==> src/rtl/string_serializer.sv <==
// Serializes a right-justified packed string MSB-first, one byte per valid/ready
// handshake, discarding leading NUL padding and pulsing done at the end of each job.
module string_serializer #(
    parameter int MAXCHARS = 80,
    parameter int CNTW     = $clog2(MAXCHARS + 1)
) (
    input  logic                  clk,
    input  logic                  rst,
    input  logic                  start,
    input  logic [8*MAXCHARS-1:0] str_in,
    output logic                  busy,
    output logic                  ch_valid,
    input  logic                  ch_ready,
    output logic [7:0]            ch_data,
    output logic                  ch_last,
    output logic                  done
);

    localparam int SRW = 8 * MAXCHARS;

    localparam logic [1:0] S_IDLE = 2'd0;
    localparam logic [1:0] S_SKIP = 2'd1;
    localparam logic [1:0] S_SEND = 2'd2;
    localparam logic [1:0] S_DONE = 2'd3;

    logic [1:0]     state_q, state_d;
    logic [SRW-1:0] sr_q, sr_d;
    logic [CNTW-1:0] rem_q, rem_d;
    logic [7:0]     top_byte;
    logic           rem_one;

    assign top_byte = sr_q[SRW-1 -: 8];
    assign rem_one  = (rem_q == CNTW'(1));

    always_comb begin
        state_d = state_q;
        sr_d    = sr_q;
        rem_d   = rem_q;
        case (state_q)
            S_IDLE: begin
                if (start) begin
                    sr_d    = str_in;
                    rem_d   = CNTW'(MAXCHARS);
                    state_d = S_SKIP;
                end
            end
            S_SKIP: begin
                if (top_byte != 8'h00) begin
                    state_d = S_SEND;
                end else begin
                    sr_d  = {sr_q[SRW-9:0], 8'h00};
                    rem_d = rem_q - CNTW'(1);
                    // An all-NUL string exits here on its final byte
                    if (rem_one) state_d = S_DONE;
                end
            end
            S_SEND: begin
                if (ch_ready) begin
                    sr_d  = {sr_q[SRW-9:0], 8'h00};
                    rem_d = rem_q - CNTW'(1);
                    if (rem_one) state_d = S_DONE;
                end
            end
            default: state_d = S_IDLE;
        endcase
    end

    always_ff @(posedge clk or posedge rst) begin
        if (rst) begin
            state_q <= S_IDLE;
            sr_q    <= '0;
            rem_q   <= '0;
        end else begin
            state_q <= state_d;
            sr_q    <= sr_d;
            rem_q   <= rem_d;
        end
    end

    assign busy     = (state_q != S_IDLE);
    assign ch_valid = (state_q == S_SEND);
    assign ch_data  = ch_valid ? top_byte : 8'h00;
    assign ch_last  = ch_valid && rem_one;
    assign done     = (state_q == S_DONE);

endmodule
==> config.mk <==
export PLATFORM = sky130hd
export DESIGN_NAME = string_serializer
export DESIGN_NICKNAME = d
export VERILOG_FILES = /design/src/rtl/string_serializer.sv
export SDC_FILE = /design/constraint.sdc
export NUM_CORES = 2
export LEC_CHECK = 0
export BUFFER_PORTS_ARGS = -buffer_cell sky130_fd_sc_hd__buf_2
export CAP_MARGIN = 30
export CORE_MARGIN = 8
export CORE_UTILIZATION = 40
export CTS_CLUSTER_DIAMETER = 30
export DETAILED_ROUTE_END_ITERATION = 12
export GPL_ROUTABILITY_DRIVEN = 0
export GPL_TIMING_DRIVEN = 0
export REMOVE_ABC_BUFFERS = 1
export SETUP_SLACK_MARGIN = 0.02
export SYNTH_ARGS = -nofsm -noshare
export SYNTH_HDL_FRONTEND = slang
export SYNTH_SLANG_ARGS = --single-unit
==> constraint.sdc <==
create_clock -name clk -period 20.6 [get_ports clk]
set_input_delay 2.06 -clock clk [delete_from_list [all_inputs] [get_ports clk]]
set_output_delay 2.06 -clock clk [all_outputs]
set_load 0.005 [all_outputs]
; Word-level counts from Yosys, hierarchy flattened
; Index checks and enable logic that the tools add are counted.
[totals]
regBits = 649
in_bits = 644
out_inout_bits = 12
elab_cells = 32
[classes]
addsub = 1
n_reduce_logical = 7
n_eq_ne = 7
muxes = 14
[ops]
columns = op, n
row1 = 2-to-1 mux 640 bit, 3
row2 = one-hot mux 640 bit (3 select lines), 1
row3 = 2-to-1 mux 7 bit, 3
row4 = one-hot mux 7 bit (3 select lines), 1
row5 = 2-to-1 mux 2 bit, 4
row6 = 2-to-1 mux 8 bit, 1
row7 = nonzero test 8 bit, 1
row8 = == test 7 x 1 -> 1 bit (second input constant), 1
row9 = subtractor 7 x 1 -> 7 bit (second input constant), 1
row10 = one-hot mux 2 bit (3 select lines), 1
row11 = == test 2 bit (second input constant), 2
row12 = != test 2 bit (second input constant), 2
row13 = AND reduction 4 bit, 1
row14 = nonzero test 3 bit, 1
row15 = == test 2 x 1 -> 1 bit (second input constant), 1
row16 = logical NOT 2 bit, 1
row17 = != test 2 x 1 -> 1 bit (second input constant), 1
row18 = AND reduction 2 bit, 1
row19 = nonzero test 2 bit, 1
row20 = logical AND 1 bit, 1

; Logic depth before layout (Yosys ltp)
[logic_depth]
ltp_word = 4
depth_mapped = 8
mapped_depth_nobuf = 6

; Least setup slack after synthesis
; No wires, ideal clock.
[synth_path]
path_type = input to register
startpoint = in ch_ready
endpoint = reg rem_q[6]
setup_slack_ps = 17284
stages = 6
setup_ps = 138
arrival_time_ps = 3179
n_path_buf = 2
path_cell_list = inv_1 -> a221o_1 -> clkbuf_1 -> clkbuf_1 -> o41ai_1 -> o21ai_0
[synth_between]
elab_chain_cells = 2
[synth_rtl]
columns = item, line_no
row1 = start: declaration, 13  ; input logic ch_ready,
row2 = != test 2 x 1 -> 1 bit (no line), --
row3 = AND reduction 4 bit (no line), --
row4 = end signal: assignment, 76  ; rem_q <= rem_d;
row5 = end: declaration, 28  ; logic [CNTW-1:0] rem_q, rem_d;
; Every way passes these cells.
; A chain may end at the register's enable or synchronous reset.

; Final worst setup path
[layout_path]
startpoint = in ch_ready
endpoint = reg sr_q[268]
[layout_between]
elab_chain_cells = 2
[layout_rtl]
columns = item, line_no
row1 = != test 2 x 1 -> 1 bit (no line), --
row2 = AND reduction 4 bit (no line), --
row3 = end signal: assignment, 75  ; sr_q <= sr_d;
row4 = end: declaration, 27  ; logic [SRW-1:0] sr_q, sr_d;
; Every way passes these cells.

==> results.json <==
{
  "status": "completed",
  "first_iter_violations": 1784,
  "hpwl_um": 63600,
  "r2r_end": "sr_q[215]",
  "first_global_vias": 26300,
  "r2r_start": "state_q[1]",
  "power_frac_clock_pct": 30.9,
  "crit_chain": "buf_2 > inv_1 > a221oi_2 > nand2_4 > buf_12 > buf_16 > buf_16 > buf_16 > buf_16 > o21ai_0",
  "synth_area_um2": 30800,
  "post-place-ws_ns": 15.45,
  "slew_violations": 0,
  "avgRoutedWirePerCell_um": 20.3,
  "synth_area_leaders": "dfrtp_1 (53%), mux2i_1 (21%), o21ai_0 (16%)",
  "seqPwrFrac_pct": 27.0,
  "worst_ep_arrival_time_ns": 5.11,
  "crit_path_start": "ch_ready",
  "hold_viol": 0,
  "power_density_nw_per_um2": 201,
  "overflow": 0,
  "synth_edf_count": 0,
  "avgSynthCellArea_um2": 10.5,
  "yosys_warnings": 0,
  "p_total_mw": 8.28,
  "core_area_um2": 76100,
  "ys_ff_latch": 649,
  "hold_path_class": "register to register",
  "path_class": "input port to register",
  "switchingPower_mw": 3.08,
  "route.detailed.drc": 0,
  "fin_skew_ns": 0.0449,
  "finalNetCount": 4162,
  "tightest_slew_ns": 0.856,
  "setup_viol": 0,
  "clock_sinks": 649,
  "min_period_over_period_pct": 21.9,
  "initial_utilization_pct": 40.5,
  "p_comb_share_pct": 42.1,
  "max_cap_viol_count": 0,
  "cpMostUsedCell": "buf_16",
  "swShare_pct": 37.2,
  "synth_most_common_cell": "o21ai_0",
  "ys_top_cells_by_count": "o21ai_0 (986), dfrtp_1 (649), mux2i_1 (632)",
  "finalCriticalPeriod_ns": 4.50,
  "synth_async_sr_flop_share_pct": 100,
  "r2r_slack_ns": 16.53,
  "io_pins": 656,
  "synthDistinctLibCells": 36,
  "clk_latency_ns": 0.72,
  "grt_util_all_layers_pct": 21.5,
  "synth.top_cell.area_share_pct": 52.7,
  "dr.pass1.iters": 5,
  "crit_path_start_kind": "input port",
  "cts_buffers": 158,
  "postCtsSetupRepairBufs": 0,
  "clk_pin_slew_ns": 0.04,
  "synth_top_cell_by_area": "dfrtp_1",
  "port_buffers": 655,
  "yosys_most_used_dff": "dfrtp_1",
  "cts-root-buf": "clkbuf_16",
  "critPathMaxStageDelay_ns": 0.67,
  "drive_above_1_share_pct": 27.0,
  "crit_path_top_delay_cell": "a221oi_2",
  "rows": 101,
  "grt_max_degree": 121,
  "drt_wl_total_um": 95800,
  "setup.worst_path.end_class": "register",
  "vias": 25500,
  "grt_pass1_wl_um": 150000,
  "vdd_drop_max_mv": 0.112,
  "cp_max_fo": 92,
  "required_ns": 21.21,
  "crit_path_end": "sr_q[268]",
  "internal_power_mw": 5.20,
  "antenna_left": 0,
  "via_per_inst": 5.40,
  "hold_start": "rem_q[6]",
  "cts_tree": "yes",
  "p_leak_nw": 19.0,
  "cts_resized": 0,
  "dieArea_um2": 86200,
  "die_h_um": 294,
  "fmax_ghz": 0.222,
  "layout_setup_ws_ns": 16.10,
  "rsz0062_at_grt": "no",
  "syn_inst": 2929,
  "seq_area_frac_synth_pct": 52.7,
  "slew-limit-headroom_pct": 42.9,
  "ff2ff_path_depth": 10,
  "area_growth_pct": 33.8,
  "cts_hold_buf": 0,
  "die_w_um": 294,
  "antenna_found_initial": 74,
  "cts_buffer_depth": 3,
  "cts-htree-levels": 4
}
[area by class of cell]
cell class / instances / area [µm²]
diodes: 55 / 138
clock buffers: 214 / 4530
clock inverters: 71 / 1060
fillers: 6783 / 34800
inverters: 10 / 45.0
multi-input cells: 1983 / 13300
flip-flops and latches: 649 / 16200
well taps: 1030 / 1290
repair buffers: 709 / 4650
[flip-flops by register name (all words and copies together), names as in the netlist]
name,flops
rem_q,7
sr_q,640
state_q,2
[metrics by stage]
step / instance area [µm²] / hold WS, ns / setup TNS, ns / instances / utilization (%)
2_1_floorplan: 29500 / 0.457 / -72.39 / 2642 / -
3_3_place_gp: 34100 / 0.488 / - / 4327 / 44.8
3_5_place_dp: 35500 / 0.491 / 0 / 4381 / 46.7
4_1_cts: 41100 / 0.496 / 0 / 4666 / 54.0
5_1_grt: 41200 / 0.512 / 0 / 4694 / 54.1
6_report: 41200 / 0.493 / 0 / 4721 / 54.2
[how the worst min path moves through the flow]
stage	to	slack [ns]	cells past startpoint
2_1_floorplan	rem_q[6]	0.46	1
6_report	rem_q[6]	0.49	1
3_3_place_gp	sr_q[43]	0.49	2
3_5_place_dp	rem_q[6]	0.49	1
4_1_cts	rem_q[6]	0.50	1
5_1_grt	rem_q[6]	0.51	1
[worst max-delay path: cells and delay by family]
kind | cells | cell delay [ns]
simple gates | 1 | 0.50
compound gates | 2 | 0.92
buf+inv | 7 | 1.43
[placed cells by master, fill, tap and decap left out, drive strengths merged]
cell type,synthesis,routed
clkinvlp,0,4
bufinv,0,19
and2,9,9
inv,10,17
dfrtp,649,649
o2bb2ai,1,1
nor4,2,2
ha,7,7
buf,46,709
nand4,2,2
a41oi,1,1
diode,0,55
o31ai,2,2
nor2,4,4
o211ai,2,2
mux2i,632,632
and3,2,2
nor3,3,3
nand3b,3,3
nor3b,1,1
a221o,1,1
a21boi,2,2
a21oi,1,1
a221oi,1,1
o311ai,2,2
nand2,13,13
clkinv,0,41
o41ai,1,1
clkbuf,241,214
a311oi,1,1
a21bo,1,1
o21ai,1286,1286
a211o,1,1
a211oi,1,1
a22o,1,1
[power groups by stage]
stage / sequential (mW) / combinational, mW / clock (mW)
6_report: 2.23 / 3.49 / 2.56
5_1_grt: 2.31 / 3.87 / 2.68
4_1_cts: 2.24 / 3.52 / 2.61
3_5_place_dp: 2.25 / 3.51 / 0
3_3_place_gp: 2.28 / 4.13 / 0
2_1_floorplan: 2.19 / 3.72 / 0
[logic make-up (layout without fill, tap and decap cells)]
kind of cell,after synthesis,after routing,synth area share (%)
other cells,0,55,0
mux,632,632,20.5
fa+ha+maj,7,7,0.284
flops,649,649,52.7
simple gates,39,39,0.698
compound gates,1305,1305,21.4
buf+inv,297,1004,4.36
[metal layers]
metal / vias up / track usage [%] / share of wire, %
met3: 201 / 7.80 / 8.0
met5: - / 0 / 0.33
met1: 12600 / 26.8 / 41
li1: 12000 / - / -
met4: 52 / 7.23 / 2.4
met2: 721 / 34.5 / 49
Power figures use the tool's default switching activity.
